## src/rtl/ctrl_pkg.sv

```systemverilog
// Shared types and encodings for the multicycle RV32I sequencing controller.
package ctrl_pkg;

  typedef enum logic [2:0] {
    S_FETCH  = 3'd0,
    S_DECODE = 3'd1,
    S_EXEC   = 3'd2,
    S_MEM    = 3'd3,
    S_WB     = 3'd4,
    S_TRAP   = 3'd5
  } state_t;

  typedef enum logic [2:0] {
    CLS_ALU, CLS_LOAD, CLS_STORE, CLS_BRANCH, CLS_JAL, CLS_LUI, CLS_AUIPC, CLS_CSR
  } class_t;

  localparam logic [6:0] OP_R      = 7'b0110011;
  localparam logic [6:0] OP_I      = 7'b0010011;
  localparam logic [6:0] OP_LOAD   = 7'b0000011;
  localparam logic [6:0] OP_STORE  = 7'b0100011;
  localparam logic [6:0] OP_BRANCH = 7'b1100011;
  localparam logic [6:0] OP_JAL    = 7'b1101111;
  localparam logic [6:0] OP_LUI    = 7'b0110111;
  localparam logic [6:0] OP_AUIPC  = 7'b0010111;
  localparam logic [6:0] OP_SYSTEM = 7'b1110011;

  localparam logic [3:0] ALU_ADD  = 4'b0000;
  localparam logic [3:0] ALU_SUB  = 4'b0001;
  localparam logic [3:0] ALU_AND  = 4'b0010;
  localparam logic [3:0] ALU_OR   = 4'b0011;
  localparam logic [3:0] ALU_XOR  = 4'b0100;
  localparam logic [3:0] ALU_SLT  = 4'b0101;
  localparam logic [3:0] ALU_SLTU = 4'b0110;
  localparam logic [3:0] ALU_SLL  = 4'b0111;
  localparam logic [3:0] ALU_SR   = 4'b1000;

  localparam logic [1:0] RES_ALU  = 2'b00;
  localparam logic [1:0] RES_READ = 2'b01;
  localparam logic [1:0] RES_PC4  = 2'b10;
  localparam logic [1:0] RES_CSR  = 2'b11;

  localparam logic [1:0] RWS_RESULT = 2'b00;
  localparam logic [1:0] RWS_IMM    = 2'b01;
  localparam logic [1:0] RWS_PCIMM  = 2'b10;

  localparam logic [2:0] IMM_I = 3'b000;
  localparam logic [2:0] IMM_S = 3'b001;
  localparam logic [2:0] IMM_B = 3'b010;
  localparam logic [2:0] IMM_J = 3'b011;
  localparam logic [2:0] IMM_U = 3'b100;

  typedef struct packed {
    logic [1:0] result_src;
    logic [1:0] reg_write_src;
    logic [2:0] imm_src;
    logic [3:0] alu_control;
    logic       arithm_log;
    logic       alu_src;
    logic       br_invert;
    class_t     cls;
    logic       legal;
  } dec_t;

  function automatic logic [3:0] alu_from_f3(input logic [2:0] f3);
    case (f3)
      3'b000:  return ALU_ADD;
      3'b001:  return ALU_SLL;
      3'b010:  return ALU_SLT;
      3'b011:  return ALU_SLTU;
      3'b100:  return ALU_XOR;
      3'b101:  return ALU_SR;
      3'b110:  return ALU_OR;
      default: return ALU_AND;
    endcase
  endfunction

endpackage

```

## src/rtl/ctrl_decode.sv

```systemverilog
// Combinational instruction decode: datapath selects, instruction class and legality.
module ctrl_decode
  import ctrl_pkg::*;
(
  input  logic [31:0] instr_i,
  output dec_t        dec_o
);

  logic [6:0] op;
  logic [2:0] f3;
  logic [6:0] f7;
  logic       unused_fields;

  assign op = instr_i[6:0];
  assign f3 = instr_i[14:12];
  assign f7 = instr_i[31:25];
  assign unused_fields = ^{instr_i[24:15], instr_i[11:7]};

  always_comb begin
    dec_o = '0;
    dec_o.cls = CLS_ALU;
    case (op)
      OP_R: begin
        dec_o.legal       = (f7 == 7'b0) || (f7 == 7'b0100000 && (f3 == 3'b000 || f3 == 3'b101));
        dec_o.alu_control = (f3 == 3'b000 && f7[5]) ? ALU_SUB : alu_from_f3(f3);
        dec_o.arithm_log  = f7[5];
      end
      OP_I: begin
        dec_o.legal       = (f3 == 3'b001) ? (f7 == 7'b0) :
                            (f3 == 3'b101) ? (f7 == 7'b0 || f7 == 7'b0100000) : 1'b1;
        dec_o.alu_control = alu_from_f3(f3);
        dec_o.arithm_log  = (f3 == 3'b101) && f7[5];
        dec_o.alu_src     = 1'b1;
        dec_o.imm_src     = IMM_I;
      end
      OP_LOAD: begin
        dec_o.legal      = (f3 == 3'b010);
        dec_o.cls        = CLS_LOAD;
        dec_o.alu_src    = 1'b1;
        dec_o.imm_src    = IMM_I;
        dec_o.result_src = RES_READ;
      end
      OP_STORE: begin
        dec_o.legal   = (f3 == 3'b010);
        dec_o.cls     = CLS_STORE;
        dec_o.alu_src = 1'b1;
        dec_o.imm_src = IMM_S;
      end
      OP_BRANCH: begin
        dec_o.legal       = (f3[2:1] != 2'b01);
        dec_o.cls         = CLS_BRANCH;
        dec_o.imm_src     = IMM_B;
        dec_o.alu_control = f3[2] ? (f3[1] ? ALU_SLTU : ALU_SLT) : ALU_SUB;
        dec_o.arithm_log  = !f3[2];
        // Taken is Zero for beq/bge/bgeu and !Zero for bne/blt/bltu.
        dec_o.br_invert   = f3[2] ^ f3[0];
      end
      OP_JAL: begin
        dec_o.legal      = 1'b1;
        dec_o.cls        = CLS_JAL;
        dec_o.imm_src    = IMM_J;
        dec_o.result_src = RES_PC4;
      end
      OP_LUI: begin
        dec_o.legal         = 1'b1;
        dec_o.cls           = CLS_LUI;
        dec_o.imm_src       = IMM_U;
        dec_o.reg_write_src = RWS_IMM;
      end
      OP_AUIPC: begin
        dec_o.legal         = 1'b1;
        dec_o.cls           = CLS_AUIPC;
        dec_o.imm_src       = IMM_U;
        dec_o.reg_write_src = RWS_PCIMM;
      end
      OP_SYSTEM: begin
        dec_o.legal      = (f3 == 3'b001);
        dec_o.cls        = CLS_CSR;
        dec_o.imm_src    = IMM_I;
        dec_o.result_src = RES_CSR;
      end
      default: dec_o.legal = 1'b0;
    endcase
  end

endmodule

```

## src/rtl/multicycle_ctrl.sv

```systemverilog
// Multicycle RV32I sequencer: FSM, sticky illegal flag and post-reset fetch hold.
// Handshake: a transfer happens in the cycle where req and ready are both high; req holds until then.
module multicycle_ctrl
  import ctrl_pkg::*;
#(
  parameter int unsigned RESET_PC_HOLD = 0
) (
  input  logic        clk,
  input  logic        reset,
  input  logic [31:0] Instr,
  input  logic        Zero,
  output logic        imem_req,
  input  logic        imem_ready,
  output logic        dmem_req,
  output logic        dmem_we,
  input  logic        dmem_ready,
  output logic        IRWrite,
  output logic        PCEn,
  output logic [1:0]  ResultSrc,
  output logic [1:0]  RegWriteSrc,
  output logic [2:0]  ImmSrc,
  output logic [3:0]  ALUControl,
  output logic        ArithmLog,
  output logic        PCSrc,
  output logic        ALUSrc,
  output logic        RegWrite,
  output logic        CSRWrite,
  output logic        illegal,
  output state_t      state_dbg_o
);

  localparam logic [3:0] HOLD_INIT = 4'(RESET_PC_HOLD);

  state_t     state_q;
  logic       illegal_q;
  logic [3:0] hold_q;
  dec_t       dec;
  logic       run;

  ctrl_decode u_decode (
    .instr_i (Instr),
    .dec_o   (dec)
  );

  always_ff @(posedge clk) begin
    if (reset) begin
      state_q   <= S_FETCH;
      illegal_q <= 1'b0;
      hold_q    <= HOLD_INIT;
    end else begin
      case (state_q)
        S_FETCH: begin
          if (hold_q != 4'd0) hold_q <= hold_q - 4'd1;
          else if (imem_ready) state_q <= S_DECODE;
        end
        S_DECODE: begin
          if (dec.legal) state_q <= S_EXEC;
          else begin
            state_q   <= S_TRAP;
            illegal_q <= 1'b1;
          end
        end
        S_EXEC: begin
          case (dec.cls)
            CLS_LOAD, CLS_STORE: state_q <= S_MEM;
            CLS_BRANCH:          state_q <= S_FETCH;
            default:             state_q <= S_WB;
          endcase
        end
        S_MEM: begin
          if (dmem_ready) state_q <= (dec.cls == CLS_STORE) ? S_FETCH : S_WB;
        end
        S_WB:    state_q <= S_FETCH;
        S_TRAP:  state_q <= S_TRAP;
        default: state_q <= S_FETCH;
      endcase
    end
  end

  // Every strobe is masked while reset is high, so an abandoned operation never commits.
  assign run      = !reset;
  assign imem_req = run && (state_q == S_FETCH) && (hold_q == 4'd0);
  assign IRWrite  = imem_req && imem_ready;
  assign dmem_req = run && (state_q == S_MEM);
  assign dmem_we  = dmem_req && (dec.cls == CLS_STORE);
  assign PCEn     = run && (((state_q == S_EXEC) && (dec.cls == CLS_BRANCH)) ||
                            ((state_q == S_MEM) && dmem_ready && (dec.cls == CLS_STORE)) ||
                            (state_q == S_WB));
  assign RegWrite = run && (state_q == S_WB);
  assign CSRWrite = RegWrite && (dec.cls == CLS_CSR);

  assign ResultSrc   = dec.result_src;
  assign RegWriteSrc = dec.reg_write_src;
  assign ImmSrc      = dec.imm_src;
  assign ALUControl  = dec.alu_control;
  assign ArithmLog   = dec.arithm_log;
  assign ALUSrc      = dec.alu_src;
  assign PCSrc       = (dec.cls == CLS_BRANCH) ? (Zero ^ dec.br_invert) : (dec.cls == CLS_JAL);

  assign illegal     = illegal_q;
  assign state_dbg_o = state_q;

endmodule

```

## config.mk

```make
export PLATFORM = sky130hd
export DESIGN_NAME = multicycle_ctrl
export DESIGN_NICKNAME = d
export VERILOG_FILES = /design/src/rtl/ctrl_pkg.sv /design/src/rtl/ctrl_decode.sv /design/src/rtl/multicycle_ctrl.sv
export SDC_FILE = /design/constraint.sdc
export NUM_CORES = 1
export LEC_CHECK = 0
export BUFFER_PORTS_ARGS = -buffer_cell sky130_fd_sc_hd__buf_2
export CORE_UTILIZATION = 44
export DETAILED_ROUTE_END_ITERATION = 10
export PLACE_DENSITY = 0.88
export SETUP_SLACK_MARGIN = 0.02
export SLEW_MARGIN = 25
export SYNTH_ARGS = -nofsm -noshare
export SYNTH_HDL_FRONTEND = slang
export SYNTH_SLANG_ARGS = --single-unit
```

## constraint.sdc

```tcl
create_clock -name clk -period 4.64 [get_ports clk]
set_input_delay 0.928 -clock clk [delete_from_list [all_inputs] [get_ports clk]]
set_output_delay 0.928 -clock clk [all_outputs]
set_load 0.03 [all_outputs]
```

=== Yosys cells after proc, flatten, opt, wreduce, memory -nomap -nowiden ===
Cells that the tools add are included.

* Bits in registers: 8
* Bits of input ports: 37
* Output and inout port bits: 25
* Word-level logic and storage cells: 93

* Add/subtract/negate cells: 1
* Equality and inequality tests: 30
* Multiplexer cells: 22
* Bitwise gates (word level): 3
* Reductions and logical operators: 34

{| class="wikitable"
|+ Operator list
! cell !! count
|-
| $eq 7x6->1 const B || 4
|-
| $pmux 4 s7 || 1
|-
| $eq 3x3->1 const B || 7
|-
| $eq 7x7->1 const B || 3
|-
| $pmux 3 s7 || 1
|-
| $eq 3x2->1 const B || 6
|-
| $mux 3 || 5
|-
| $pmux 3 s5 || 1
|-
| $pmux 5 s3 || 1
|-
| $eq 7x5->1 const B || 2
|-
| $logic_and 1x1->1 || 14
|-
| $pmux 3 s4 || 1
|-
| $eq 3x1->1 const B || 3
|-
| $mux 4 || 2
|-
| $eq 7x2->1 const B || 1
|-
| $logic_not 7->1 || 1
|-
| $logic_not 3->1 || 2
|-
| $ne 2x2->1 const B || 3
|-
| $pmux 1 s6 || 1
|-
| $pmux 2 s3 || 1
|-
| $pmux 3 s2 || 1
|-
| $reduce_or 2->1 || 3
|-
| $reduce_or 3->1 || 2
|-
| $logic_or 1x1->1 || 5
|-
| other kinds (12) || 19
|}

=== Longest topological paths before layout ===
Gate-level depths: netlist of the first run.

* Depth in word-level cells: 7
* Depth in mapped cells: 8
* Mapped depth without buffers: 8

=== Cells and area by module ===
From an unflattened synthesis of the first run, not the netlist that was laid out.

* Cells, all modules: 142
* Area, all modules: 997.2 um2

{| class="wikitable"
|+ Modules (own cells, without submodules)
! module !! instances !! cells each !! area each (um2) !! seq. area each (um2)
|-
| multicycle_ctrl || 1 || 72 || 571.8 || 160.2
|-
| ctrl_decode || 1 || 70 || 425.4 || 0.0
|}

=== Worst setup path before layout of the first run ===
Ideal clock, no wire load.

* Path kind: input to output
* Start point: input reset
* End point: output CSRWrite
* Data arrival time: 2.808 ns
* Required time: 3.712 ns
* Path slack: 0.904 ns
* Stages on the path: 3
* Path buffers: 1
* Path through: clkbuf_1 > nor4b_1 > nor2b_1

* Word-level cells in the longest chain between the ends: 3

{| class="wikitable"
|+ RTL lines
! element !! RTL line !! source
|-
| start, declared || multicycle_ctrl.sv:9 || <nowiki>input logic reset,</nowiki>
|-
| $logic_not 1->1 || multicycle_ctrl.sv:81 || <nowiki>assign run = !reset;</nowiki>
|-
| $logic_and 1x1->1 || multicycle_ctrl.sv:89 || <nowiki>assign RegWrite = run && (state_q == S_WB);</nowiki>
|-
| net RegWrite || multicycle_ctrl.sv:26 || <nowiki>output logic RegWrite,</nowiki>
|-
| $logic_and 1x1->1 || multicycle_ctrl.sv:90 || <nowiki>assign CSRWrite = RegWrite && (dec.cls == CLS_CSR);</nowiki>
|-
| end, declared || multicycle_ctrl.sv:27 || <nowiki>output logic CSRWrite,</nowiki>
|}

The timed path passes the listed nets, and every way through them passes these cells.

=== Worst setup path in the final report of the first run ===
* Start point: input Instr[3]
* End point: output PCEn

* Word-level cells in the longest chain between the ends: 7
* Elaborated cells between the ends (all ways): 15
* Those cells by class: eq/ne: 9; mux: 1; reduce/logical: 5

{| class="wikitable"
|+ RTL lines
! element !! RTL line !! source
|-
| start, declared || multicycle_ctrl.sv:10 || <nowiki>input logic [31:0] Instr,</nowiki>
|-
| $eq 7x7->1 (tied with other cells) || ctrl_decode.sv:22 || <nowiki>case (op)</nowiki>
|-
| $pmux 3 s7 (*) || ctrl_decode.sv:22 ||
|-
| $eq 3x2->1, on equally long branches || multicycle_ctrl.sv:86, multicycle_ctrl.sv:87 ||
|-
| $logic_and 1x1->1, on equally long branches || multicycle_ctrl.sv:86, multicycle_ctrl.sv:87 ||
|-
| $logic_or 1x1->1 (*) || multicycle_ctrl.sv:86 || <nowiki>assign PCEn = run && (((state_q == S_EXEC) && (dec.cls == CLS_BRANCH)) ||</nowiki>
|-
| $logic_or 1x1->1 (*) || multicycle_ctrl.sv:87 || <nowiki>((state_q == S_MEM) && dmem_ready && (dec.cls == CLS_STORE)) ||</nowiki>
|-
| $logic_and 1x1->1 (*) || multicycle_ctrl.sv:86 ||
|-
| end, declared || multicycle_ctrl.sv:18 || <nowiki>output logic PCEn,</nowiki>
|}

Mark *: on every way between the ends. The rest lies on a longest branch, timed or not.

==> metrics.log, run 1 <==
[metrics] detailed-routing iteration count for the pre-antenna-repair pass: 4
[metrics] post-detailed-placement half-perimeter wirelength: 1860 µm
[metrics] PD cells: 355 nW/µm²
[metrics] element type at the critical path end: primary output
[metrics] clock latency at the later pin of the worst-skew pair: 0.25 ns
[metrics] total via count after detailed routing: ~1,100
[metrics] Layout Utilization: 62.3%
[metrics] initial detailed-routing violation count: 28
[metrics] part of the power in registers: around 31%
[metrics] post-synthesis sequential element count: 8
[metrics] Routability Congestion: about 0.9
[metrics] commonest cells after routing, fill and taps aside: 46 x sky130_fd_sc_hd__buf_2, 18 x sky130_fd_sc_hd__nand2_1, 17 x sky130_fd_sc_hd__nor2_1
[metrics] netlist area before placement: 892 µm²
[metrics] root buffer cell: sky130_fd_sc_hd__clkbuf_4
[metrics] count of mapped cells out of synthesis: 134
[metrics] Required @ worst endpoint: about 3.7 ns
[metrics] actual transition at the worst max-transition pin: 0.799 ns
[metrics] signal arrival time at the worst endpoint: 2.32 ns
[metrics] via count of the first global-routing pass: 896
[metrics] final WL: 2410 µm
[metrics] setup bufs post-CTS: 0
[metrics] remaining antenna violation count after routing: 0
[metrics] number of antenna violations at the first check in global routing: 0
[metrics] Setup crit start: Instr[3]
[metrics] leading cell types by total area after synthesis: sky130_fd_sc_hd__dfxtp_1 18%, sky130_fd_sc_hd__nand2_1 7.6%, sky130_fd_sc_hd__nor2_1 7.2%
[metrics] multi-input logic area: 664 µm²
[metrics] leakage power figure: 0.617 nW
[metrics] Hold Violations, Final: 0
[metrics] Layout Nets: 215
[metrics] summed negative setup slack over all endpoints: 0 ns
[metrics] CTS Buf Count: 3
[metrics] library cell with the largest summed area after synthesis: sky130_fd_sc_hd__dfxtp_1
[metrics] vias per std cell: 5.50
[metrics] portion of total power attributed to the clock network: 13.0%
[metrics] Std-Cell Rows: 15
[metrics] Final Slew Violations: 0
[metrics] H-Tree Level Count: 1
[metrics] setup repair after global routing missed its margin: false
[metrics] Tcrit/Tclk final: 69.9%
[metrics] Final Total Pwr: 403 µW
[metrics] count of unresolved DRC violations after routing: 0
[metrics] die height: 47.0 µm
[metrics] number of synthesized flops with an enable pin: 0
[metrics] clock slew at reported path FFs: 0.05 ns
[metrics] switching power: 187 µW
[metrics] layout cell share with drive strength beyond 1: around a third
[metrics] final period demand of the worst path: 3.24 ns
[metrics] number of max-capacitance violations reported: 0
[metrics] Worst IR Drop VDD: 0.387 mV
[metrics] Area Overhead vs Synth: 27.2%
[metrics] Avg Synthesized Cell Area: about 6.7 µm²
[metrics] Yosys top cell area share: 18.0%
[metrics] cts repair resizes: 0
[metrics] Achievable Freq: 308 MHz
[metrics] origin of the worst min-delay path: illegal
[metrics] placeable core area: 1820 µm²
[metrics] sequential fraction of the synthesis area: 18.0%
[metrics] async set-reset flop share out of synthesis: 0%
[metrics] result of the run: finished clean
[metrics] number of placed instances, taps included: 197
[metrics] most common cell after layout, fill and taps aside: sky130_fd_sc_hd__buf_2
[metrics] Port Buffer Count: 46
[metrics] maximum buffer depth of the clock tree: 2
[metrics] clock tree from TritonCTS: built
[metrics] hold buffer count at cts: 0
[metrics] Total Die Area: ~2200 µm²
[metrics] Critical Path Fanout Max: 8
[metrics] filler cell count: 176
[metrics] Synthesized Nets: ~170
[metrics] cell-internal power: between 200 and 250 µW
[metrics] Yosys Warn Count: 0
[metrics] classification of the worst setup path: in -> out
[metrics] class of the tightest hold or removal check: reg -> reg
[metrics] total setup violations reported at the end of the flow: 0
[metrics] total I/O pin count: 62
[metrics] Remaining Overflow, GRT: 0
[metrics] global-route wire length before repair: 3800 µm
[metrics] total area of sequential cells: 160 µm²
[metrics] Synth Flop Type: sky130_fd_sc_hd__dfxtp_1
[metrics] kind of start point of the critical path: input pin
[metrics] initial standard-cell utilization of the core: 49.0%
[metrics] fraction of power consumed by combinational cells: 55.7%
[metrics] antenna diode instance count: 0
[metrics] number of different library cells in the post-synthesis netlist: 41
[metrics] aggregate global-route resource usage: 23.3%
[metrics] final setup skew: roughly 0.0032 ns
[metrics] switching portion of total power: 46.5%
[metrics] maximum number of pins on one net before global-route repair: 18
[metrics] width of the chip: 47.0 µm
[metrics] average routed wire per standard cell: 12.0 µm
[metrics] Slew Limit Headroom: 46.2%
[metrics] non-filler instance count after layout: 200
[metrics] launch instance of the worst register-to-register path: hold_q[0]
[metrics] number of sinks on the clock net: 8
==> sequential cells by signal, summed over array words and instances (netlist names) <==
name         flops
hold_q           4
state_dbg_o      3
illegal          1
==> worst max-delay path, stage by stage <==
cell and delay, ns:
sky130_fd_sc_hd__buf_2 0.12, sky130_fd_sc_hd__nor2_1 0.31, sky130_fd_sc_hd__nand3_1 0.34, sky130_fd_sc_hd__o22ai_1 0.25, sky130_fd_sc_hd__a21oi_1 0.09, sky130_fd_sc_hd__nor2_1 0.08, sky130_fd_sc_hd__buf_2 0.19
==> per-layer routing <==
| layer | wire length [µm] | global-route usage [%] | part of all wire [%] |
|---|---|---|---|
| met5 | 0 | 0 | 0 |
| met4 | 11 | 5.14 | 0.46 |
| met3 | 131 | 5.00 | 5.4 |
| met2 | 1210 | 39.2 | 50 |
| met1 | 1060 | 30.6 | 44 |
==> logic make-up (layout without fill, tap and decap cells) <==
logic type,after synthesis,after routing,share of synthesized area [%]
xor gates and xnor gates,5,5,4.91
adders and majority gates,1,1,1.40
AOI/OAI and AO/OA,32,32,23.8
DFF,8,8,18.0
buffers and inverters,15,56,7.57
muxes,1,1,1.12
and+or+nand+nor,72,72,43.2
==> synthesized netlist by cell type (all sizes together), types with 2 or more instances <==
| master | count |
|---|---|
| nor3b | 2 |
| and3 | 2 |
| and2 | 3 |
| o21ai | 11 |
| nand4 | 2 |
| nor2 | 17 |
| nand2b | 2 |
| inv | 7 |
| dfxtp | 8 |
| nor4 | 3 |
| clkbuf | 4 |
| xnor2 | 2 |
| nand2 | 18 |
| o22ai | 2 |
| a21oi | 9 |
| nand3 | 6 |
| nand4b | 2 |
| a21o | 2 |
| nor2b | 6 |
| buf | 4 |
| xor2 | 3 |
| o31ai | 3 |
| nor3 | 3 |
==> final timing paths <==
kind / endpoint / slack, ns / cells past startpoint
worst min register to register: illegal / 0.49 / 2
worst max-delay path: PCEn / 1.40 / 7
worst max register to register: hold_q[3] / 2.73 / 7
worst min-delay path: illegal / 0.49 / 2
==> final cells by class <==
cell class              count  area share, %
clock buffers               3           1.98
inverters                   7           2.32
multi-input cells         111           58.5
flip-flops and latches      8           14.1
well taps                  25           2.76
repair buffers             46           20.3
==> power by group through the flow <==
| stage | logic (mW) | registers, mW | clock network [mW] |
|---|---|---|---|
| final | 0.225 | 0.126 | 0.0524 |
| after global routing | 0.246 | 0.132 | 0.0565 |
| after CTS | 0.226 | 0.126 | 0.0518 |
| after detailed placement | 0.223 | 0.126 | 0 |
| after global placement | 0.209 | 0.123 | 0 |
| after floorplan | 0.168 | 0.126 | 0 |
==> stage by stage <==
step                      setup slack (ns)  instance area, µm²  hold WS [ns]
after floorplan                      0.904                 892         0.480
after global placement                1.48                1110         0.489
after detailed placement              1.43                1110         0.488
after CTS                             1.42                1130         0.500
after global routing                  1.31                1130         0.536
final                                 1.40                1130         0.492
Note: power is estimated with default switching activity, not from simulation.
==> run 2: changes to the inputs <==
--- a/config.mk
+++ b/config.mk
@@ -5,10 +5,11 @@
 export SDC_FILE = /design/constraint.sdc
 export NUM_CORES = 1
 export LEC_CHECK = 0
+export ABC_AREA = 1
 export BUFFER_PORTS_ARGS = -buffer_cell sky130_fd_sc_hd__buf_2
-export CORE_UTILIZATION = 44
+export CORE_UTILIZATION = 42
 export DETAILED_ROUTE_END_ITERATION = 10
-export PLACE_DENSITY = 0.88
+export PLACE_DENSITY = 0.83
 export SETUP_SLACK_MARGIN = 0.02
 export SLEW_MARGIN = 25
 export SYNTH_ARGS = -nofsm -noshare
==> constraint.sdc (replaced) <==
create_clock -name clk -period 3.08 [get_ports clk]
set_input_delay 0.616 -clock clk [delete_from_list [all_inputs] [get_ports clk]]
set_output_delay 0.616 -clock clk [all_outputs]
set_load 0.03 [all_outputs]
==> run 2 against run 1 <==
Core utilization is 2.2 points lower. Hold slack worse by 0.044 ns. Setup slack worse by 0.90 ns. Area after synthesis is 7.4% higher. Global-route usage is 3.8 points lower. Wire length is 2.6% lower. Clock power is 48% higher. First-iteration DRC count is 50% higher. Sequential cell count stayed put. Die area is 12% higher. Largest power group unchanged. Highest routed layer is now met3.
==> metrics.log, run 2 <==
[metrics] result of the run: finished clean
[metrics] final setup skew: 0.000207 ns (-0.00300 ns)
[metrics] final period demand of the worst path: 2.58 ns
[metrics] Area Overhead vs Synth: 29.4%
[metrics] launch instance of the worst register-to-register path: hold_q[1]
[metrics] Port Buffer Count: 46 (unchanged)
[metrics] global-route wire length before repair: 3860 µm (+1.8%)
[metrics] async set-reset flop share out of synthesis: 0% (unchanged)
[metrics] post-detailed-placement half-perimeter wirelength: 1950 µm (+5.1%)
[metrics] number of sinks on the clock net: 8 (unchanged)
[metrics] classification of the worst setup path: in -> out
[metrics] cell with the most instances after synthesis: sky130_fd_sc_hd__nand2_1
[metrics] summed negative setup slack over all endpoints: 0 ns (unchanged)
[metrics] actual transition at the worst max-transition pin: 0.407 ns (-0.392 ns)
[metrics] cell chain of the critical path: buf_2, nor2_1, nand2_1, nor2_2, inv_1, nand3_2, nand3_2, nor3_2, buf_2
[metrics] max incr delay on CP: 0.27 ns (-0.07 ns)
[metrics] total area of sequential cells: 160 µm² (unchanged)
[metrics] Slew Limit Headroom: 72.6% (+26 points)
[metrics] number of different library cells in the post-synthesis netlist: 28 (-32%)
[metrics] leakage power figure: 0.723 nW (+17%)
[metrics] Yosys Warn Count: 0 (unchanged)
[metrics] library cell with the largest summed area after synthesis: sky130_fd_sc_hd__dfxtp_1
[metrics] most common cell after layout, fill and taps aside: sky130_fd_sc_hd__buf_2
[metrics] netlist area before placement: 958 µm² (+7.4%)
[metrics] vias per std cell: 4.85 (-12%)
[metrics] total I/O pin count: 62 (unchanged)
[metrics] count of unresolved DRC violations after routing: 0 (unchanged)
[metrics] origin of the worst min-delay path: illegal
[metrics] signal arrival time at the worst endpoint: 1.97 ns (-0.35 ns)
[metrics] Avg Synthesized Cell Area: 5.57 µm² (-16%)
[metrics] hold buffer count at cts: 0 (unchanged)
[metrics] count of mapped cells out of synthesis: 172 (+28%)
[metrics] Worst IR Drop VDD: 0.524 mV (+36%)
[metrics] setup bufs post-CTS: 0 (unchanged)
[metrics] total setup violations reported at the end of the flow: 0 (unchanged)
[metrics] Layout Nets: 260 (+21%)
[metrics] average routed wire per standard cell: 9.50 µm (-21%)
[metrics] Std-Cell Rows: 16 (+1)
[metrics] post-synthesis sequential element count: 8 (unchanged)
[metrics] final WL: 2350 µm (-2.6%)
[metrics] antenna diode instance count: 0 (unchanged)
[metrics] initial standard-cell utilization of the core: 46.5% (-2.5 points)
[metrics] commonest cells after routing, fill and taps aside: 46 x sky130_fd_sc_hd__buf_2, 35 x sky130_fd_sc_hd__nand2_1, 27 x sky130_fd_sc_hd__inv_1
[metrics] setup repair after global routing missed its margin: false
[metrics] Hold Violations, Final: 0 (unchanged)
[metrics] Setup crit start: Instr[2]
[metrics] kind of start point of the critical path: input pin
[metrics] aggregate global-route resource usage: 19.5% (-3.8 points)
[metrics] Yosys top cell area share: 16.7% (-1.2 points)
[metrics] smallest hold slack: 0.448 ns (-0.0442 ns)
[metrics] Top reg by flops: hold_q
[metrics] layout cell share with drive strength beyond 1: 35.5% (+4.0 points)
[metrics] CTS Buf Count: 3 (unchanged)
[metrics] class of the tightest hold or removal check: reg -> reg
[metrics] Critical Path Fanout Max: 7 (-1)
[metrics] via count of the first global-routing pass: 888 (-0.89%)
[metrics] Worst path top cell family by delay: simple AND/OR/NAND/NOR gates
[metrics] Critical Path Slowest Stage Cell: sky130_fd_sc_hd__nor2_2
[metrics] maximum number of pins on one net before global-route repair: 12 (-6)
[metrics] root buffer cell: sky130_fd_sc_hd__clkbuf_4
[metrics] element type at the critical path end: primary output
[metrics] placeable core area: 2060 µm² (+13%)
[metrics] PD cells: 465 nW/µm² (+31%)
[metrics] Achievable Freq: 387 MHz
[metrics] total via count after detailed routing: 1,197 (+8.9%)
[metrics] Remaining Overflow, GRT: 0 (unchanged)
[metrics] H-Tree Level Count: 1 (unchanged)
[metrics] clock tree from TritonCTS: built
[metrics] Total Die Area: 2480 µm² (+12%)
[metrics] multi-input logic area: 654 µm² (-1.5%)
[metrics] maximum buffer depth of the clock tree: 2 (unchanged)
[metrics] width of the chip: 49.8 µm (+5.8%)
[metrics] synth cell count leaders: 35 x sky130_fd_sc_hd__nand2_1, 27 x sky130_fd_sc_hd__inv_1, 25 x sky130_fd_sc_hd__nor2_1, 10 x sky130_fd_sc_hd__nand3_1, 9 x sky130_fd_sc_hd__inv_2
[metrics] Routability Congestion: 0.876 (-2.5%)
[metrics] number of max-capacitance violations reported: 0 (unchanged)
[metrics] number of antenna violations at the first check in global routing: 0 (unchanged)
[metrics] Final Slew Violations: 0 (unchanged)
[metrics] Synthesized Nets: 210 (+22%)
[metrics] cts repair resizes: 0 (unchanged)
[metrics] leading cell types by total area after synthesis: sky130_fd_sc_hd__dfxtp_1 17%, sky130_fd_sc_hd__nand2_1 14%, sky130_fd_sc_hd__inv_1 11%
[metrics] Tcrit/Tclk final: 83.9%
[metrics] number of synthesized flops with an enable pin: 0 (unchanged)
[metrics] sequential fraction of the synthesis area: 16.7% (-1.2 points)
[metrics] filler cell count: 215 (+22%)
[metrics] detailed-routing iteration count for the pre-antenna-repair pass: 4 (unchanged)
[metrics] Required @ worst endpoint: 2.46 ns (-1.25 ns)
[metrics] initial detailed-routing violation count: 42 (+50%)
[metrics] sum of buffers and inverters on the critical path: 3 (+1)
[metrics] remaining antenna violation count after routing: 0 (unchanged)
[metrics] die height: 49.8 µm (+5.8%)
[metrics] number of flip-flops in the largest register: 4 (unchanged)
[metrics] Synth Flop Type: sky130_fd_sc_hd__dfxtp_1
[metrics] clock latency at the later pin of the worst-skew pair: 0.25 ns (about the same)
[metrics] clock slew at reported path FFs: 0.05 ns (about the same)
==> run 2: layout make-up <==
class                      instances  area share (%)
clock buffer                       3            1.82
inverter                          37            11.2
multi-input combinational        126            52.8
sequential                         8            12.9
tap                               27            2.72
timing repair buffer              46            18.6
==> run 2: path summary, 6_finish.rpt <==
check,cells after the start,endpoint,slack (ns)
setup / recovery,9,dmem_we,0.50
setup reg to reg,8,hold_q[3],1.60
hold reg to reg,2,illegal,0.45
hold / removal,2,illegal,0.45
==> run 2: kinds of logic (layout without fill, tap and decap cells) <==
| logic type | count (synthesis) | after routing | synth area share (%) |
|---|---|---|---|
| flops | 8 | 8 | 16.7 |
| fa+ha+maj | 1 | 1 | 1.31 |
| buf+inv | 38 | 86 | 15.0 |
| compound gates | 23 | 23 | 14.4 |
| xor+xnor | 1 | 1 | 0.914 |
| simple gates | 101 | 101 | 51.7 |
==> run 2: report_power, final <==
group	switching, mW	internal (mW)	leakage (nW)	total [mW]
Sequential	0.0275	0.137	0.0658	0.164
Clock	0.0334	0.0444	0.0138	0.0778
Combinational	0.220	0.114	0.644	0.335
==> run 2: metal layers <==
| layer | part of all wire [%] | up-vias | global-route usage (%) |
|---|---|---|---|
| li1 | - | 655 | - |
| met1 | 52 | 492 | 32.1 |
| met2 | 38 | 50 | 25.5 |
| met3 | 9.2 | 0 | 4.63 |
| met4 | 0 | 0 | 1.43 |
| met5 | 0 | - | 0 |
==> run 2: worst min-delay path: cells and delay by family (launching register included) <==
| kind | cells | cell delay, ns |
|---|---|---|
| compound gates | 1 | 0.05 |
| buf+inv | 1 | 0.05 |
| flops | 1 | 0.30 |
==> run 2: stage by stage <==
stage / total power [mW] / instances / setup WS (ns) / area (µm²) / utilization [%]
after global placement: 0.491 / 244 / 0.515 / 1220 / 59.0
after floorplan: 0.417 / 172 / 0.247 / 958 / -
after detailed placement: 0.497 / 244 / 0.508 / 1220 / 59.0
after global routing: 0.633 / 247 / 0.373 / 1240 / 60.1
after CTS: 0.577 / 247 / 0.507 / 1240 / 60.1
final: 0.577 / 247 / 0.496 / 1240 / 60.1
==> run 3: changes to the inputs <==
==> constraint.sdc (replaced) <==
create_clock -name clk -period 2.5 [get_ports clk]
set_input_delay 0.5 -clock clk [delete_from_list [all_inputs] [get_ports clk]]
set_output_delay 0.5 -clock clk [all_outputs]
set_load 0.03 [all_outputs]
==> run 3 against run 2 <==
Sequential power rose by 23%. Wire length rose by 12%. Hold slack got worse by 0.0014 ns. Cell area rose by 2.1%. Core utilization rose by 1.3 points. Sequential cell count did not move. Die area did not move. Count of clock-buffer cells in the layout did not move. Critical path type unchanged.
==> metrics.log, run 3 (synthesis gave the netlist of run 2 again) <==
[metrics] Remaining Overflow, GRT: 0 (unchanged)
[metrics] cell-internal power: 365 µW (+23%)
[metrics] Worst R2R End: hold_q[3]
[metrics] actual transition at the worst max-transition pin: 0.395 ns (-0.0127 ns)
[metrics] depth of the worst register-to-register path: 8 (unchanged)
[metrics] number of max-capacitance violations reported: 0 (unchanged)
[metrics] H-Tree Level Count: 1 (unchanged)
[metrics] leakage power figure: 0.743 nW (+2.7%)
[metrics] via count of the first global-routing pass: 1,009 (+14%)
[metrics] smallest hold slack: 0.446 ns (-0.00144 ns)
[metrics] initial standard-cell utilization of the core: 46.5% (unchanged)
[metrics] origin of the worst min-delay path: illegal
[metrics] part of the power in registers: 27.9% (-0.6 points)
[metrics] count of unresolved DRC violations after routing: 0 (unchanged)
[metrics] switching portion of total power: 49.5% (+0.73 points)
[metrics] clock slew at reported path FFs: 0.06 ns (about the same)
[metrics] Top reg by flops: hold_q
[metrics] launch instance of the worst register-to-register path: hold_q[1]
[metrics] hold buffer count at cts: 0 (unchanged)
[metrics] clock tree from TritonCTS: built
[metrics] aggregate global-route resource usage: 22.4% (+2.9 points)
[metrics] worst hold path depth: 2 (unchanged)
[metrics] post-detailed-placement half-perimeter wirelength: 2130 µm (+9.0%)
[metrics] total setup violations reported at the end of the flow: 0 (unchanged)
[metrics] Routability Congestion: 0.881 (+0.55%)
[metrics] switching power: 357 µW (+27%)
[metrics] signal arrival time at the worst endpoint: 1.77 ns (-0.20 ns)
[metrics] result of the run: finished clean
[metrics] Required @ worst endpoint: 2.00 ns (-0.46 ns)
[metrics] Critical Path Fanout Max: 4 (-3)
[metrics] width of the chip: 49.8 µm (unchanged)
[metrics] Port Buffer Count: 46 (unchanged)
[metrics] Std-Cell Rows: 16 (unchanged)
[metrics] kind of start point of the critical path: input pin
[metrics] Worst IR Drop VDD: 0.629 mV (+20%)
[metrics] Hold Violations, Final: 0 (unchanged)
[metrics] layout cell share with drive strength beyond 1: 36.5% (+1.0 points)
[metrics] class of the tightest hold or removal check: reg -> reg
[metrics] number of flip-flops in the largest register: 4 (unchanged)
[metrics] total via count after detailed routing: 1,239 (+3.5%)
[metrics] maximum number of pins on one net before global-route repair: 12 (unchanged)
[metrics] Layout Nets: 262 (+0.77%)
[metrics] final period demand of the worst path: about 2.3 ns
[metrics] final setup skew: 0.00696 ns (+0.00676 ns)
[metrics] root buffer cell: sky130_fd_sc_hd__clkbuf_4
[metrics] clock latency at the later pin of the worst-skew pair: 0.26 ns (about the same)
[metrics] summed negative setup slack over all endpoints: 0 ns (unchanged)
[metrics] setup bufs post-CTS: 0 (unchanged)
[metrics] vias per std cell: 4.98 (+2.7%)
[metrics] cts repair resizes: 0 (unchanged)
[metrics] Total Die Area: 2480 µm² (unchanged)
[metrics] crit path to: dmem_we
[metrics] maximum buffer depth of the clock tree: 2 (unchanged)
[metrics] final WL: 2630 µm (+12%)
[metrics] fraction of power consumed by combinational cells: 57.6% (-0.4 points)
[metrics] Final Worst Setup Slack: 0.226 ns (-0.270 ns)
[metrics] Area Overhead vs Synth: 32.1%
[metrics] Final Total Pwr: 722 µW (+25%)
[metrics] CTS Buf Count: 3 (unchanged)
[metrics] pre-CTS setup slack: 0.235 ns (-0.273 ns)
[metrics] detailed-routing iteration count for the pre-antenna-repair pass: 4 (unchanged)
[metrics] die height: 49.8 µm (unchanged)
[metrics] global-route wire length before repair: 4340 µm (+12%)
[metrics] Tcrit/Tclk final: 90.9%
[metrics] placeable core area: 2060 µm² (unchanged)
[metrics] Setup crit start: Instr[2]
[metrics] most common cell after layout, fill and taps aside: sky130_fd_sc_hd__buf_2
[metrics] number of sinks on the clock net: 8 (unchanged)
[metrics] total I/O pin count: 62 (unchanged)
[metrics] Slew Limit Headroom: 73.5% (+0.86 points)
[metrics] initial detailed-routing violation count: 31 (-26%)
[metrics] classification of the worst setup path: in -> out
[metrics] Achievable Freq: 440 MHz
[metrics] Layout Utilization: 61.4% (+1.3 points)
[metrics] Final Slew Violations: 0 (unchanged)
[metrics] element type at the critical path end: primary output
[metrics] PD cells: 570 nW/µm² (+23%)
[metrics] antenna diode instance count: 0 (unchanged)
[metrics] reg2reg setup slack: 1.04 ns (-0.56 ns)
[metrics] portion of total power attributed to the clock network: 14.4% (+0.9 points)
[metrics] number of antenna violations at the first check in global routing: 0 (unchanged)
[metrics] setup repair after global routing missed its margin: false
[metrics] remaining antenna violation count after routing: 0 (unchanged)
[metrics] average routed wire per standard cell: 10.6 µm (+11%)
[metrics] commonest cells after routing, fill and taps aside: 46 x sky130_fd_sc_hd__buf_2, 35 x sky130_fd_sc_hd__nand2_1, 27 x sky130_fd_sc_hd__inv_1
## run 3: worst min path at each step
| stage | endpoint | slack, ns |
|---|---|---|
| global route | hold_q[0] | 0.49 |
| finish | illegal | 0.45 |
| detailed placement | illegal | 0.44 |
| CTS | illegal | 0.45 |
| global placement | illegal | 0.43 |
| floorplan | hold_q[0] | 0.44 |
## run 3: final cells by class
cell class                      count  area [µm²]
Clock buffer                        3        22.5
Fill cell                         231         796
Inverter                           37         139
Multi-Input combinational cell    126         666
Sequential cell                     8         160
Tap cell                           27        33.8
Timing Repair Buffer               48         245
## run 3: worst max-delay path, cell delays in order
cell	delay (ns)
sky130_fd_sc_hd__buf_2	0.13
sky130_fd_sc_hd__nor2_1	0.12
sky130_fd_sc_hd__nand2_1	0.11
sky130_fd_sc_hd__nor2_2	0.17
sky130_fd_sc_hd__inv_2	0.06
sky130_fd_sc_hd__nor2_2	0.11
sky130_fd_sc_hd__inv_2	0.04
sky130_fd_sc_hd__o21ai_1	0.16
sky130_fd_sc_hd__nor3_1	0.08
sky130_fd_sc_hd__nand3_2	0.08
sky130_fd_sc_hd__nor3_4	0.03
sky130_fd_sc_hd__buf_2	0.18
## run 3: power by group through the flow
stage / Clock (mW) / Combinational, mW / Sequential (mW)
2_1_floorplan: 0 / 0.287 / 0.227
3_3_place_gp: 0 / 0.403 / 0.203
3_5_place_dp: 0 / 0.411 / 0.204
4_1_cts: 0.107 / 0.417 / 0.201
5_1_grt: 0.116 / 0.468 / 0.206
6_report: 0.104 / 0.416 / 0.202
## run 3: metrics by stage
stage / cells / instance area (µm²)
after floorplan: 172 / 970
after global placement: 246 / 1240
after detailed placement: 246 / 1240
after CTS: 249 / 1270
after global routing: 249 / 1270
final: 249 / 1270
## run 3: per-layer routing
layer	vias up	routed length (µm)	part of all wire [%]	track usage, %
met5	-	0	0	0
met3	2	208	7.9	4.63
met2	53	1120	43	31.8
met1	524	1290	49	32.2
li1	660	-	-	-
met4	0	8	0.30	9.52
